**config.mk**
```make
export PLATFORM = sky130hd
export DESIGN_NAME = flit_packetizer_flat
export DESIGN_NICKNAME = d
export VERILOG_FILES = /design/src/rtl/flit_packetizer_if.sv /design/src/rtl/flit_packetizer.sv /design/src/flat_wrapper.sv
export SDC_FILE = /design/constraint.sdc
export NUM_CORES = 1
export LEC_CHECK = 0
export BUFFER_PORTS_ARGS = -buffer_cell sky130_fd_sc_hd__clkbuf_2
export CAP_MARGIN = 20
export CORE_AREA = 2 2 104 56
export CTS_BUF_LIST = sky130_fd_sc_hd__clkbuf_2 sky130_fd_sc_hd__clkbuf_4 sky130_fd_sc_hd__clkbuf_8
export CTS_CLUSTER_DIAMETER = 200
export DETAILED_ROUTE_END_ITERATION = 16
export DIE_AREA = 0 0 106 58
export GPL_TIMING_DRIVEN = 0
export HOLD_SLACK_MARGIN = 0.12
export PLACE_DENSITY = 0.89
export SYNTH_ARGS = -nofsm -noshare
export SYNTH_HDL_FRONTEND = slang
export SYNTH_SLANG_ARGS = --single-unit
```
**constraint.sdc**
```tcl
create_clock -name clk -period 1.6 [get_ports clk]
set_clock_uncertainty 0.1 [all_clocks]
set_input_delay 0.16 -clock clk [delete_from_list [all_inputs] [get_ports clk]]
set_output_delay 0.16 -clock clk [all_outputs]
set_load 0.05 [all_outputs]
```
**src/rtl/flit_packetizer_if.sv**
```systemverilog
// Flit packetizer bus interface.
// Groups the descriptor, payload and flit-output handshakes of flit_packetizer.
//   descriptor : pkt_valid_i / pkt_ready_o with pkt_dest_i, pkt_len_i, pkt_vc_i
//   payload    : pld_valid_i / pld_ready_o with pld_data_i
//   flit out   : valid_o / ready_i with fdata_o, vc_id_o
//   status     : busy_o, err_o, pkt_cnt_o
// Modport slave is the packetizer view; master is the driver/sink view.
interface flit_packetizer_if;
    logic        pkt_valid_i;
    logic        pkt_ready_o;
    logic [7:0]  pkt_dest_i;
    logic [3:0]  pkt_len_i;
    logic [1:0]  pkt_vc_i;
    logic        pld_valid_i;
    logic        pld_ready_o;
    logic [31:0] pld_data_i;
    logic [33:0] fdata_o;
    logic        valid_o;
    logic        ready_i;
    logic [1:0]  vc_id_o;
    logic        busy_o;
    logic        err_o;
    logic [7:0]  pkt_cnt_o;

    modport slave (
        input  pkt_valid_i, pkt_dest_i, pkt_len_i, pkt_vc_i,
        input  pld_valid_i, pld_data_i, ready_i,
        output pkt_ready_o, pld_ready_o, fdata_o, valid_o,
        output vc_id_o, busy_o, err_o, pkt_cnt_o
    );

    modport master (
        output pkt_valid_i, pkt_dest_i, pkt_len_i, pkt_vc_i,
        output pld_valid_i, pld_data_i, ready_i,
        input  pkt_ready_o, pld_ready_o, fdata_o, valid_o,
        input  vc_id_o, busy_o, err_o, pkt_cnt_o
    );
endinterface

```
**src/rtl/flit_packetizer.sv**
```systemverilog
// Flit packetizer.
// Turns a packet descriptor plus len payload words into a head flit followed
// by len-1 body flits and one tail flit, through a single output register
// that sustains one flit per cycle.
//   clk  : rising-edge clock
//   arst : asynchronous active-high reset
//   bus  : flit_packetizer_if.slave (descriptor, payload, flit output, status)
// Flit format: [33:32] type (00 head, 01 body, 11 tail), [31:0] content.
// Head content: vc[31:30], dest[29:22], len[21:18], zeros[17:0].
module flit_packetizer (
    input logic               clk,
    input logic               arst,
    flit_packetizer_if.slave  bus
);

    typedef enum logic [0:0] {
        IDLE    = 1'b0,
        PAYLOAD = 1'b1
    } state_t;

    state_t      state_r;
    state_t      state_nxt_s;
    logic [3:0]  cnt_r;
    logic [33:0] fdata_r;
    logic        valid_r;
    logic [1:0]  vc_r;
    logic        err_r;
    logic [7:0]  pkt_cnt_r;

    logic        loadable_s;
    logic        pkt_ready_s;
    logic        pld_ready_s;
    logic        pkt_fire_s;
    logic        pld_fire_s;
    logic        legal_s;
    logic        head_load_s;
    logic        drop_s;
    logic        load_s;
    logic        out_fire_s;
    logic        last_word_s;
    logic [33:0] flit_nxt_s;

    function automatic logic [33:0] head_flit(input logic [1:0] vc,
                                              input logic [7:0] dest,
                                              input logic [3:0] len);
        return {2'b00, vc, dest, len, 18'd0};
    endfunction

    function automatic logic [33:0] payload_flit(input logic        is_tail,
                                                 input logic [31:0] data);
        return {(is_tail ? 2'b11 : 2'b01), data};
    endfunction

    // FSM state register
    always_ff @(posedge clk or posedge arst) begin
        if (arst) begin
            state_r <= IDLE;
        end else begin
            state_r <= state_nxt_s;
        end
    end

    // FSM next-state logic
    always_comb begin
        state_nxt_s = state_r;
        case (state_r)
            IDLE: begin
                if (head_load_s) begin
                    state_nxt_s = PAYLOAD;
                end else begin
                    state_nxt_s = IDLE;
                end
            end
            PAYLOAD: begin
                if (pld_fire_s && last_word_s) begin
                    state_nxt_s = IDLE;
                end else begin
                    state_nxt_s = PAYLOAD;
                end
            end
            default: state_nxt_s = IDLE;
        endcase
    end

    // FSM outputs: handshake readies, load decisions and next-flit mux
    always_comb begin
        // The output register may take a new flit when empty or being drained.
        loadable_s  = !valid_r || bus.ready_i;
        pkt_ready_s = 1'b0;
        pld_ready_s = 1'b0;
        case (state_r)
            IDLE:    pkt_ready_s = loadable_s;
            PAYLOAD: pld_ready_s = loadable_s;
            default: begin
                pkt_ready_s = 1'b0;
                pld_ready_s = 1'b0;
            end
        endcase
        pkt_fire_s  = bus.pkt_valid_i && pkt_ready_s;
        pld_fire_s  = bus.pld_valid_i && pld_ready_s;
        legal_s     = (bus.pkt_dest_i != 8'd0) && (bus.pkt_len_i != 4'd0);
        head_load_s = pkt_fire_s && legal_s;
        // Illegal descriptors are consumed so the source is never stuck on them.
        drop_s      = pkt_fire_s && !legal_s;
        load_s      = head_load_s || pld_fire_s;
        out_fire_s  = valid_r && bus.ready_i;
        last_word_s = (cnt_r == 4'd1);
        if (head_load_s) begin
            flit_nxt_s = head_flit(bus.pkt_vc_i, bus.pkt_dest_i, bus.pkt_len_i);
        end else if (pld_fire_s) begin
            flit_nxt_s = payload_flit(last_word_s, bus.pld_data_i);
        end else begin
            flit_nxt_s = fdata_r;
        end
    end

    // Output register, packet context and status counters
    always_ff @(posedge clk or posedge arst) begin
        if (arst) begin
            fdata_r   <= 34'd0;
            valid_r   <= 1'b0;
            vc_r      <= 2'd0;
            cnt_r     <= 4'd0;
            err_r     <= 1'b0;
            pkt_cnt_r <= 8'd0;
        end else begin
            // A load while draining replaces the flit, keeping 1 flit/cycle.
            if (load_s) begin
                fdata_r <= flit_nxt_s;
                valid_r <= 1'b1;
            end else if (out_fire_s) begin
                valid_r <= 1'b0;
            end
            if (head_load_s) begin
                vc_r  <= bus.pkt_vc_i;
                cnt_r <= bus.pkt_len_i;
            end else if (pld_fire_s) begin
                cnt_r <= cnt_r - 4'd1;
            end
            err_r <= drop_s;
            if (out_fire_s && (fdata_r[33:32] == 2'b11)) begin
                pkt_cnt_r <= pkt_cnt_r + 8'd1;
            end
        end
    end

    assign bus.pkt_ready_o = pkt_ready_s;
    assign bus.pld_ready_o = pld_ready_s;
    assign bus.fdata_o     = fdata_r;
    assign bus.valid_o     = valid_r;
    assign bus.vc_id_o     = vc_r;
    assign bus.busy_o      = (state_r == PAYLOAD) || valid_r;
    assign bus.err_o       = err_r;
    assign bus.pkt_cnt_o   = pkt_cnt_r;

endmodule
```
**src/flat_wrapper.sv**
```systemverilog
// flat-port wrapper written by rule: the top's interface ports become plain ports
module flit_packetizer_flat 
  (clk, arst, bus_pkt_valid_i, bus_pkt_dest_i, bus_pkt_len_i, bus_pkt_vc_i, bus_pld_valid_i, bus_pld_data_i, bus_ready_i, bus_pkt_ready_o, bus_pld_ready_o, bus_fdata_o, bus_valid_o, bus_vc_id_o, bus_busy_o, bus_err_o, bus_pkt_cnt_o);
  flit_packetizer_if bus_i ();
  input logic clk;
  input logic arst;
  input wire logic [$bits(bus_i.pkt_valid_i)-1:0] bus_pkt_valid_i;
  input wire logic [$bits(bus_i.pkt_dest_i)-1:0] bus_pkt_dest_i;
  input wire logic [$bits(bus_i.pkt_len_i)-1:0] bus_pkt_len_i;
  input wire logic [$bits(bus_i.pkt_vc_i)-1:0] bus_pkt_vc_i;
  input wire logic [$bits(bus_i.pld_valid_i)-1:0] bus_pld_valid_i;
  input wire logic [$bits(bus_i.pld_data_i)-1:0] bus_pld_data_i;
  input wire logic [$bits(bus_i.ready_i)-1:0] bus_ready_i;
  output wire logic [$bits(bus_i.pkt_ready_o)-1:0] bus_pkt_ready_o;
  output wire logic [$bits(bus_i.pld_ready_o)-1:0] bus_pld_ready_o;
  output wire logic [$bits(bus_i.fdata_o)-1:0] bus_fdata_o;
  output wire logic [$bits(bus_i.valid_o)-1:0] bus_valid_o;
  output wire logic [$bits(bus_i.vc_id_o)-1:0] bus_vc_id_o;
  output wire logic [$bits(bus_i.busy_o)-1:0] bus_busy_o;
  output wire logic [$bits(bus_i.err_o)-1:0] bus_err_o;
  output wire logic [$bits(bus_i.pkt_cnt_o)-1:0] bus_pkt_cnt_o;
  assign bus_i.pkt_valid_i = bus_pkt_valid_i;
  assign bus_i.pkt_dest_i = bus_pkt_dest_i;
  assign bus_i.pkt_len_i = bus_pkt_len_i;
  assign bus_i.pkt_vc_i = bus_pkt_vc_i;
  assign bus_i.pld_valid_i = bus_pld_valid_i;
  assign bus_i.pld_data_i = bus_pld_data_i;
  assign bus_i.ready_i = bus_ready_i;
  assign bus_pkt_ready_o = bus_i.pkt_ready_o;
  assign bus_pld_ready_o = bus_i.pld_ready_o;
  assign bus_fdata_o = bus_i.fdata_o;
  assign bus_valid_o = bus_i.valid_o;
  assign bus_vc_id_o = bus_i.vc_id_o;
  assign bus_busy_o = bus_i.busy_o;
  assign bus_err_o = bus_i.err_o;
  assign bus_pkt_cnt_o = bus_i.pkt_cnt_o;
  flit_packetizer u_core (.clk(clk), .arst(arst), .bus(bus_i));
endmodule
```
==> results of run 1 <==
kinds of logic after synthesis:
family                     Yosys count  synth area share, %
xor gates and xnor gates             7                 2.74
buffers and inverters               18                 3.96
DFF                                 51                 57.0
and+or+nand+nor                     81                 18.2
muxes                                6                 2.74
adders and majority gates            3                 1.68
AOI/OAI and AO/OA                   46                 13.7
per-stage QoR:
step	power, uW	hold slack [ns]	area [um^2]	util [%]
finish	7310	0.144	3650	69.5
global route	7680	0.169	3650	69.5
CTS	7150	0.0529	3590	68.3
detailed placement	5950	0.141	2910	55.3
global placement	5860	0.271	2890	54.9
floorplan	5020	0.182	2300	-
report_power, final:
group / leakage, uW / total [uW] / internal (uW) / switching, uW
combinational: 0.00114 / 4140 / 1290 / 2840
clock: 0.0000612 / 924 / 507 / 417
sequential: 0.000636 / 2250 / 1830 / 422
critical path: cells and delay by family (launching register included):
| kind | cells | cell delay, ns |
|---|---|---|
| AO/OA/AOI/OAI | 2 | 0.43 |
| buffers and inverters | 2 | 0.33 |
| flip-flops | 1 | 0.43 |
| AND/OR/NAND/NOR | 2 | 0.31 |
layout by cell type (no fill, tap or decap), types with 4 or more instances in the layout:
cell type | netlist | routed
clkbuf_2 | 0 | 100
dlygate4sd3_1 | 0 | 47
nor2_1 | 6 | 6
nand3_1 | 6 | 6
buf_8 | 0 | 4
buf_6 | 2 | 8
dfrtp_1 | 51 | 48
mux2i_1 | 5 | 5
inv_1 | 6 | 5
clkbuf_8 | 0 | 7
nand2_1 | 41 | 41
a221o_1 | 13 | 13
buf_4 | 0 | 9
xor2_1 | 4 | 4
and2_1 | 10 | 10
o21ai_1 | 26 | 24
Yosys cell counts, types with 4 or more instances:
cell / n / area share [%]
dfrtp_1: 51 / 57
nand2_1: 41 / 6.9
o21ai_1: 26 / 5.8
a221o_1: 13 / 5.8
and2_1: 10 / 2.8
inv_1: 6 / 1.0
nand3_1: 6 / 1.3
nor2_1: 6 / 1.0
buf_2: 5 / 1.1
clkbuf_1: 5 / 0.84
mux2i_1: 5 / 2.2
xor2_1: 4 / 1.6
metal layers:
layer | routed length (um) | vias to the layer above
li1 | - | 1063
met1 | 3150 | 1094
met2 | 3320 | 153
met3 | 638 | 18
met4 | 120 | 0
met5 | 0 | -
area by class of cell:
| type | instances | area share, % |
|---|---|---|
| Tap cell | 73 | 2.50 |
| Clock inverter | 2 | 0.960 |
| Timing Repair Buffer | 159 | 30.3 |
| Sequential cell | 51 | 35.1 |
| Buffer | 11 | 3.15 |
| Clock buffer | 6 | 2.26 |
| Multi-Input combinational cell | 143 | 25.1 |
| Inverter | 6 | 0.617 |
how the worst max path moves through the flow:
stage / to / cells after the start
6_report: u_core.bus.fdata_o[27] / 6
5_1_grt: u_core.bus.fdata_o[27] / 6
4_1_cts: u_core.bus.fdata_o[27] / 6
3_5_place_dp: u_core.bus.fdata_o[24] / 7
3_3_place_gp: u_core.bus.valid_o / 2
2_1_floorplan: u_core.cnt_r[3] / 5
sequential cells by signal (all words and copies together), names as in the netlist:
register,flops
u_core.bus.err_o,1
u_core.bus.pkt_cnt_o,8
u_core.bus.valid_o,1
u_core.cnt_r,4
u_core.bus.fdata_o,34
u_core.state_r,1
u_core.bus.vc_id_o,2
timing repair:
action,4_1_cts,5_1_grt
resized for setup,13,13
pin swaps,4,4
setup endpoints to repair,41,42
cloned,1,1
buffers inserted,9,2
hold buffers,46,1
endpoints found under the hold margin,65,1
==> impl_results.md, run 1 <==
* Relative slew slack at 60.4%
* Initial antenna violation count at 0
* Port Buffers at 99
* Clock insertion delay at the later pin of the skew report at 0.29 ns
* GR Layer Usage met2 at 39.6%
* Final number of hold-violating endpoints at 0
* Highest attainable clock frequency at 0.579 GHz
* Sort of element at the end of the critical path: flop
* Die height at 58 um
* Fin. max-slew vios at 0
* Pre-CTS setup slack at -0.361 ns
* Endpoint with the worst hold slack: u_core.bus.fdata_o[27]
* Element type at the critical path start: flop
* Average vias per placed instance at 5.16
* Post-Route Setup TNS at -1.02 ns
* Final number of setup-violating endpoints at 14
* Type of the tightest min-delay check: input port to flop
* Number of maximum-capacitance violations at 0
* Antenna cell count at 0
* Cell-by-cell trace of the critical path: nor2b_4 -> nor3b_4 -> buf_6 -> a21oi_4 -> buf_6 -> a221o_1
* Run status: finished with violations
* Fraction of met3 tracks used by global routing at 6.30%
* Worst Hold Depth at 3
* Highest net fanout along the worst path at 6
* Initial standard-cell utilization of the core at 42.7%
* Number of sinks on the clock net at 51
* Detail Route Antenna Nets at 0
* Longest individual stage delay on the worst path at 0.43 ns
* Synthesis-stage register bit count at 51
* Post-Synthesis Mean Instance Area at 10.6 um^2
* Die span in x at 106 um
* Unrepaired setup endpoints after global routing: yes
* Failing checks: negative setup slack
* Worst setup slack for register-to-register paths at -0.13 ns
* Placed cells at 385
* Detailed-route via count at 2,328
* Die area at 0.00615 mm^2
* Clock root buffer master: clkbuf_8
* Core footprint at 0.00525 mm^2
* Wire length of the first global-routing pass at 11,400 um
* Vias in the first global route at 2,316
* Aggregate routed wire length at 7230 um
* Leakage component of the power at 0.00184 uW
* Ys Warns at 0
* Top Usage Layer GRT: met2
* Met1 global-route usage at 32.7%
* Count of boundary I/O pins at 100
* Fraction of synthesis flops using an asynchronous set or reset pin at 100%
* Hold path start: bus_pld_data_i[27]
* Critical-path top delay cell: dfrtp_2
* Proportion of layout cells with a drive suffix above 1 at 38.9%
* Dominant synthesized flop cell: dfrtp_1
* Time the worst path needs with I/O delays and setup at 1.73 ns
* Post-Layout Cell Count at 451
* Residual DRC at 0
* Cell depth of the worst flop-to-flop path at 6
* Total number of H-tree levels at 2
* Final setup slack of the worst path at -0.128 ns
* Filler instances at 385
* Global placement routability congestion at 0.793
* Critical path start-end classification: flop to flop
* Global-route total usage across every layer at 24.3%
* Power per standard cell area at 2000 mW/mm^2
* Clock slew at the register clock pins of the worst setup and hold paths at 0.09 ns
* Sequential share of the synthesized area at 57.0%
* Synthesized netlist cell count at 212
* Number of distinct library cells after synthesis at 33
* Launch instance of the worst register-to-register path: u_core.bus.valid_o
* Area growth from synthesis to layout at 62.9%
* Average wire per cell in the routed design at 16.0 um
* Required arrival time at the worst endpoint at 1.68 ns
* Critical path's most frequent cell: buf_6
* Mapped cell area at 0.00224 mm^2
* Detailed-placement wirelength estimate at 4420 um
* Net count of the mapped netlist at 266
* Nets at 431
* Multi-input gate area in the final layout at 916 um^2
* Number of flops mapped to enable cells by yosys at 0
* Number of buffers created by CTS at 5
* Pin count of the biggest net entering global routing at 28
* Global route total overflow at 0
* Detailed-routing iteration count for the pre-antenna-repair pass at 4
* Crit path arrival time at 1.81 ns
* Site row count at 19
* Maximum clock path buffer count at 2
* Area used by sequential logic in the layout at 0.00128 mm^2
* Endpoint of the lowest-slack register-to-register path: u_core.bus.fdata_o[27]
* Clock tree from TritonCTS: built
* Worst supply voltage drop on vdd at 1510 uV
* Final worst-path cycle share at 108%
* Tightest Pin Transition at 0.593 ns
* Initial DRC count at 218
* Source of the critical timing path: u_core.bus.valid_o
Power figures use the tool's default switching activity.
==> inputs of run 2 (changes only) <==
--- a/config.mk
+++ b/config.mk
@@ -7,14 +7,14 @@
 export LEC_CHECK = 0
 export BUFFER_PORTS_ARGS = -buffer_cell sky130_fd_sc_hd__clkbuf_2
 export CAP_MARGIN = 20
-export CORE_AREA = 2 2 104 56
+export CORE_AREA = 2 2 96 52
 export CTS_BUF_LIST = sky130_fd_sc_hd__clkbuf_2 sky130_fd_sc_hd__clkbuf_4 sky130_fd_sc_hd__clkbuf_8
 export CTS_CLUSTER_DIAMETER = 200
 export DETAILED_ROUTE_END_ITERATION = 16
-export DIE_AREA = 0 0 106 58
+export DIE_AREA = 0 0 98 54
 export GPL_TIMING_DRIVEN = 0
 export HOLD_SLACK_MARGIN = 0.12
-export PLACE_DENSITY = 0.89
+export PLACE_DENSITY = 0.95
 export SYNTH_ARGS = -nofsm -noshare
 export SYNTH_HDL_FRONTEND = slang
 export SYNTH_SLANG_ARGS = --single-unit
==> constraint.sdc (replaced) <==
create_clock -name clk -period 2.1 [get_ports clk]
set_clock_uncertainty 0.1 [all_clocks]
set_input_delay 0.21 -clock clk [delete_from_list [all_inputs] [get_ports clk]]
set_output_delay 0.21 -clock clk [all_outputs]
set_load 0.05 [all_outputs]
==> impl_results.md, run 2 (same netlist as run 1, synthesis figures left out) <==
* Run status: finished with violations
* Failing checks: negative setup slack
* Initial antenna violation count at 0 (unchanged)
* Global route total overflow at 0 (unchanged)
* Total number of H-tree levels at 2 (unchanged)
* Number of buffers created by CTS at 5 (unchanged)
* Initial standard-cell utilization of the core at 49.0% (+6.4 points)
* Critical path start-end classification: input port to flop
* Required arrival time at the worst endpoint at 2.18 ns (+0.50 ns)
* Average vias per placed instance at 5.11 (-0.99%)
* Final number of hold-violating endpoints at 0 (unchanged)
* Worst supply voltage drop on vdd at 1090 uV (-28%)
* Leakage component of the power at 0.00173 uW (-5.7%)
* Pin count of the biggest net entering global routing at 39 (+39%)
* Site row count at 18 (-1)
* Wire length of the first global-routing pass at 10,000 um (-12%)
* Tightest Pin Transition at 0.494 ns (-0.0987 ns)
* PnR Total Power at 5230 uW (-28%)
* Power per standard cell area at 1530 mW/mm^2 (-24%)
* Largest register FFs at 34 (unchanged)
* Port Buffers at 99 (unchanged)
* Average wire per cell in the routed design at 15.5 um (-3.1%)
* Pre-CTS setup slack at -0.0227 ns (+0.338 ns)
* Detail Route Antenna Nets at 0 (unchanged)
* Proportion of layout cells with a drive suffix above 1 at 34.8% (-4.1 points)
* Cell area reported after detailed placement at 0.00283 mm^2 (-2.6%)
* Crit path arrival time at 2.18 ns (+0.37 ns)
* Die height at 54 um (-6.9%)
* Clock insertion delay at the later pin of the skew report at 0.30 ns (about the same)
* Core footprint at 0.00457 mm^2 (-13%)
* Global placement routability congestion at 0.800 (+0.87%)
* Type of the tightest min-delay check: input port to flop
* Nets at 418 (-3.0%)
* Commonest cells after routing, fill and taps aside: clkbuf_2, dfrtp_1, dlygate4sd3_1, nand2_1, o21ai_1
* Count of boundary I/O pins at 100 (unchanged)
* Die area at 0.00529 mm^2 (-14%)
* Detailed-route via count at 2,172 (-6.7%)
* Hold path start: bus_pld_data_i[22]
* Area growth from synthesis to layout at 52.7%
* Antenna cell count at 0 (unchanged)
* Maximum clock path buffer count at 2 (unchanged)
* Number of maximum-capacitance violations at 0 (unchanged)
* Number of sinks on the clock net at 51 (unchanged)
* Clock root buffer master: clkbuf_8
* Detailed-placement wirelength estimate at 4030 um (-8.8%)
* Launch instance of the worst register-to-register path: u_core.bus.valid_o
* Highest attainable clock frequency at 0.475 GHz
* Most common library cell in the layout ignoring fill and taps: clkbuf_2
* Initial DRC count at 99 (-55%)
* Fin. max-slew vios at 0 (unchanged)
* Final number of setup-violating endpoints at 1 (-13)
* Vias in the first global route at 2,046 (-12%)
* Residual DRC at 0 (unchanged)
* Die span in x at 98 um (-7.5%)
* Post-Route Setup TNS at -0.00437 ns (+1.02 ns)
* Final setup slack of the worst path at -0.00437 ns (+0.123 ns)
* Detailed-routing iteration count for the pre-antenna-repair pass at 4 (unchanged)
* Relative slew slack at 67.0% (+6.6 points)
* Source of the critical timing path: bus_pkt_dest_i[7]
* Clock slew at the register clock pins of the worst setup and hold paths at 0.08 ns (about the same)
* Clock tree from TritonCTS: built
* Aggregate routed wire length at 6610 um (-8.6%)
* Post-route cell area at 0.00342 mm^2 (-6.2%)
* Final worst-path cycle share at 100%
* Highest net fanout along the worst path at 10 (+4)
* Element type at the critical path start: input port
* Sort of element at the end of the critical path: flop
* Global-route total usage across every layer at 25.5% (+1.2 points)
* Time the worst path needs with I/O delays and setup at 2.10 ns
* Post-Route Hold Slack at 0.142 ns (-0.00189 ns)
## run 2: cell count changes in the layout (fill, tap and decap cells not counted), moves of 2 or more
cell	before	now
buf_6	8	2
clkbuf_8	7	5
o21ai_2	2	0
clkbuf_1	0	4
dfrtp_2	3	0
o21ai_1	24	26
dlygate4sd3_1	47	43
buf_8	4	0
buf_2	0	5
dfrtp_1	48	51
buf_4	9	3
## run 2: final timing paths
kind                                            to  slack (ns)  cells after the start
hold reg to reg            u_core.bus.pkt_cnt_o[7]        0.39                      1
setup reg to reg            u_core.bus.fdata_o[25]        0.09                      5
hold / removal              u_core.bus.fdata_o[22]        0.14                      3
max in group asynchronous   u_core.bus.fdata_o[33]        1.13                      4
min in group asynchronous  u_core.bus.pkt_cnt_o[5]        0.28                      3
setup / recovery            u_core.bus.fdata_o[25]      -0.004                      8
## run 2: per-layer routing
metal  part of all wire, %  vias up  track usage (%)  routed length, um
met5                     0        -                0                  0
met4                   2.2        0             12.5                147
met3                   7.6       16             6.36                501
met2                    44      101             38.6               2930
met1                    46     1021             35.2               3030
li1                      -     1034                -                  -
## run 2: layout make-up
cell class	instances	area (um^2)
sequential	51	1280
clock buffer	5	68.8
inverter	6	22.5
tap	60	75.1
fill	305	1150
multi-input combinational	143	905
timing repair buffer	146	968
clock inverter	3	43.8
buffer	11	62.6
## run 2: worst max-delay path, cell delays in order
cell           delay, ns
dlygate4sd3_1       0.56
clkbuf_2            0.16
nor4_4              0.28
a21oi_4             0.14
and2_4              0.21
buf_6               0.14
buf_6               0.14
a221o_1             0.35
## run 2: power breakdown
| part | total [uW] | switching [uW] | internal, uW |
|---|---|---|---|
| clock | 680 | 325 | 355 |
| combinational | 2860 | 2090 | 767 |
| sequential | 1690 | 302 | 1390 |
## run 2: stage by stage
| step | util (%) | instances |
|---|---|---|
| finish | 74.8 | 425 |
| global route | 74.8 | 425 |
| CTS | 73.9 | 423 |
| global placement | 61.5 | 371 |
| detailed placement | 61.9 | 372 |
| floorplan | - | 212 |
## run 2: timing repair
| item | in CTS | in global routing |
|---|---|---|
| endpoints found under the setup margin | 8 | 18 |
| pin swaps | 0 | 1 |
| gates resized for setup | 1 | 3 |
| setup buffers | 0 | 3 |
| hold endpoints to repair | 89 | 0 |
| hold buffers | 43 | 0 |
==> inputs of run 3 (changes only) <==
--- a/config.mk
+++ b/config.mk
@@ -7,14 +7,13 @@
 export LEC_CHECK = 0
 export BUFFER_PORTS_ARGS = -buffer_cell sky130_fd_sc_hd__clkbuf_2
 export CAP_MARGIN = 20
-export CORE_AREA = 2 2 96 52
-export CTS_BUF_LIST = sky130_fd_sc_hd__clkbuf_2 sky130_fd_sc_hd__clkbuf_4 sky130_fd_sc_hd__clkbuf_8
+export CORE_AREA = 2 2 98 53
 export CTS_CLUSTER_DIAMETER = 200
 export DETAILED_ROUTE_END_ITERATION = 16
-export DIE_AREA = 0 0 98 54
+export DIE_AREA = 0 0 100 55
 export GPL_TIMING_DRIVEN = 0
 export HOLD_SLACK_MARGIN = 0.12
-export PLACE_DENSITY = 0.95
+export PLACE_DENSITY = 0.94
 export SYNTH_ARGS = -nofsm -noshare
 export SYNTH_HDL_FRONTEND = slang
 export SYNTH_SLANG_ARGS = --single-unit
==> impl_results.md, run 3 (same netlist as run 1, synthesis figures left out) <==
* Relative slew slack at 66.5% (-0.58 points)
* Placed cells at 372 (unchanged)
* Detailed-routing iteration count for the pre-antenna-repair pass at 4 (unchanged)
* Top Usage Layer GRT: met2
* Clock insertion delay at the later pin of the skew report at 0.30 ns (about the same)
* Die height at 55 um (+1.9%)
* Die span in x at 100 um (+2.0%)
* Clock slew at the register clock pins of the worst setup and hold paths at 0.09 ns (about the same)
* Proportion of layout cells with a drive suffix above 1 at 34.8% (unchanged)
* Aggregate routed wire length at 6800 um (+3.0%)
* Global route total overflow at 0 (unchanged)
* Time the worst path needs with I/O delays and setup at 2.05 ns (-0.0565 ns)
* Final setup slack of the worst path at 0.0522 ns (+0.0565 ns)
* Filler instances at 339 (+11%)
* Commonest cells after routing, fill and taps aside: clkbuf_2, dfrtp_1, dlygate4sd3_1, nand2_1, o21ai_1
* Initial antenna violation count at 0 (unchanged)
* Final worst-path cycle share at 97.5% (-2.7 points)
* Post-route cell area at 0.00341 mm^2 (-0.29%)
* Port Buffers at 99 (unchanged)
* Detail Route Antenna Nets at 0 (unchanged)
* Fraction of met3 tracks used by global routing at 5.28% (-1.1 points)
* Site row count at 18 (unchanged)
* Tightest Pin Transition at 0.503 ns (+0.00875 ns)
* Most common library cell in the layout ignoring fill and taps: clkbuf_2
* Leakage component of the power at 0.00173 uW (-0.19%)
* Average wire per cell in the routed design at 16.0 um (+3.0%)
* Post-Route Hold Slack at 0.138 ns (-0.00367 ns)
* Global placement routability congestion at 0.880 (+10%)
* Wire length of the first global-routing pass at 10,400 um (+3.9%)
* Clock root buffer master: clkbuf_8
* Multi-input gate area in the final layout at 905 um^2 (unchanged)
* Detailed-placement wirelength estimate at 4200 um (+4.2%)
* Detailed-route via count at 2,194 (+1.0%)
* Initial standard-cell utilization of the core at 47.8% (-1.2 points)
* Critical path start-end classification: input port to flop
* Initial DRC count at 133 (+34%)
* Final number of setup-violating endpoints at 0 (-1)
* Residual DRC at 0 (unchanged)
* Pin count of the biggest net entering global routing at 33 (-15%)
* Crit path arrival time at 2.13 ns (-0.05 ns)
* Nets at 418 (unchanged)
* Clock tree from TritonCTS: built
* Post-Route Setup TNS at 0 ns (+0.00437 ns)
* Sort of element at the end of the critical path: flop
* Post-Layout Cell Count at 425 (unchanged)
* Cell area reported after detailed placement at 0.00283 mm^2 (unchanged)
* Core footprint at 0.00468 mm^2 (+2.5%)
* Power per standard cell area at 1520 mW/mm^2 (-0.62%)
* Area used by sequential logic in the layout at 0.00128 mm^2 (unchanged)
* Area growth from synthesis to layout at 52.3%
* Number of buffers created by CTS at 5 (unchanged)
* Maximum clock path buffer count at 2 (unchanged)
* Number of maximum-capacitance violations at 0 (unchanged)
* Type of the tightest min-delay check: input port to flop
* Worst supply voltage drop on vdd at 1040 uV (-4.7%)
* Met1 global-route usage at 32.3% (-2.9 points)
* Final number of hold-violating endpoints at 0 (unchanged)
* Required arrival time at the worst endpoint at 2.19 ns (about the same)
* Vias in the first global route at 2,170 (+6.1%)
* Largest register FFs at 34 (unchanged)
* Run status: complete, no violations
* Die area at 0.00550 mm^2 (+3.9%)
* Element type at the critical path start: input port
* Highest net fanout along the worst path at 10 (unchanged)
* Total number of H-tree levels at 2 (unchanged)
* Highest attainable clock frequency at 0.488 GHz (+2.8%)
* Antenna cell count at 0 (unchanged)
* GR Layer Usage met2 at 45.5% (+6.9 points)
* Count of boundary I/O pins at 100 (unchanged)
* Number of sinks on the clock net at 51 (unchanged)
* Global-route total usage across every layer at 25.6% (+0.059 points)
* Pre-CTS setup slack at 0.00120 ns (+0.0239 ns)
* Average vias per placed instance at 5.16 (+1.0%)
* Fin. max-slew vios at 0 (unchanged)
[run 3: cell count changes in the layout (fill, tap and decap cells not counted), sizes merged]
cell / previous run / this run
dlygate4sd3: 43 / 42
clkbuf: 108 / 109
bufinv: 1 / 0
buf: 11 / 14
clkinv: 2 / 0
[run 3: critical path, cell delays in order]
cell	delay (ns)
dlygate4sd3_1	0.54
clkbuf_2	0.14
nor4_4	0.28
a21oi_4	0.13
and2_4	0.20
buf_6	0.14
buf_6	0.14
a221o_1	0.35
[run 3: metrics by stage]
| step | utilization (%) | power [uW] |
|---|---|---|
| 2_1_floorplan | - | 3750 |
| 3_3_place_gp | 60.0 | 4370 |
| 3_5_place_dp | 60.4 | 4450 |
| 4_1_cts | 71.7 | 5140 |
| 5_1_grt | 72.8 | 5480 |
| 6_report | 72.8 | 5180 |
[run 3: path summary, 6_finish.rpt]
kind                                               from                 endpoint  slack (ns)  depth (start not counted)
worst max-delay path                  bus_pkt_dest_i[7]   u_core.bus.fdata_o[25]        0.05                          8
worst min-delay path                 bus_pld_data_i[23]   u_core.bus.fdata_o[23]        0.14                          3
worst max register to register       u_core.bus.valid_o   u_core.bus.fdata_o[21]        0.15                          6
worst min register to register  u_core.bus.pkt_cnt_o[5]  u_core.bus.pkt_cnt_o[5]        0.40                          1
max in group asynchronous                          arst    u_core.bus.fdata_o[2]        1.03                          4
min in group asynchronous                          arst   u_core.bus.fdata_o[24]        0.35                          3
[run 3: power by group]
part	total (uW)	leakage, uW	switching (uW)	internal [uW]
clock network	608	0.0000515	307	301
logic	2870	0.00104	2090	777
registers	1700	0.000639	316	1390
[run 3: final cells by class]
type                       instances  area share (%)
timing repair buffer             146            28.5
multi-input combinational        143            26.5
tap                               60            2.20
buffer                            11            1.83
inverter                           6           0.660
sequential                        51            37.4
clock buffer                       8            2.93
[run 3: timing repair]
| item | 4_1_cts | 5_1_grt |
|---|---|---|
| cloned | 0 | 0 |
| pin swaps | 0 | 3 |
| resized for setup | 1 | 3 |
| endpoints found under the setup margin | 4 | 19 |
| hold endpoints to repair | 57 | 0 |
| hold buffers | 42 | 0 |
| setup buffers | 0 | 6 |
[run 3: per-layer routing]
layer / up-vias / routed length [um] / share of wire [%]
met5: - / 0 / 0
met4: 0 / 104 / 1.5
met3: 14 / 517 / 7.6
met2: 111 / 3350 / 49
met1: 1039 / 2840 / 42
li1: 1030 / - / -
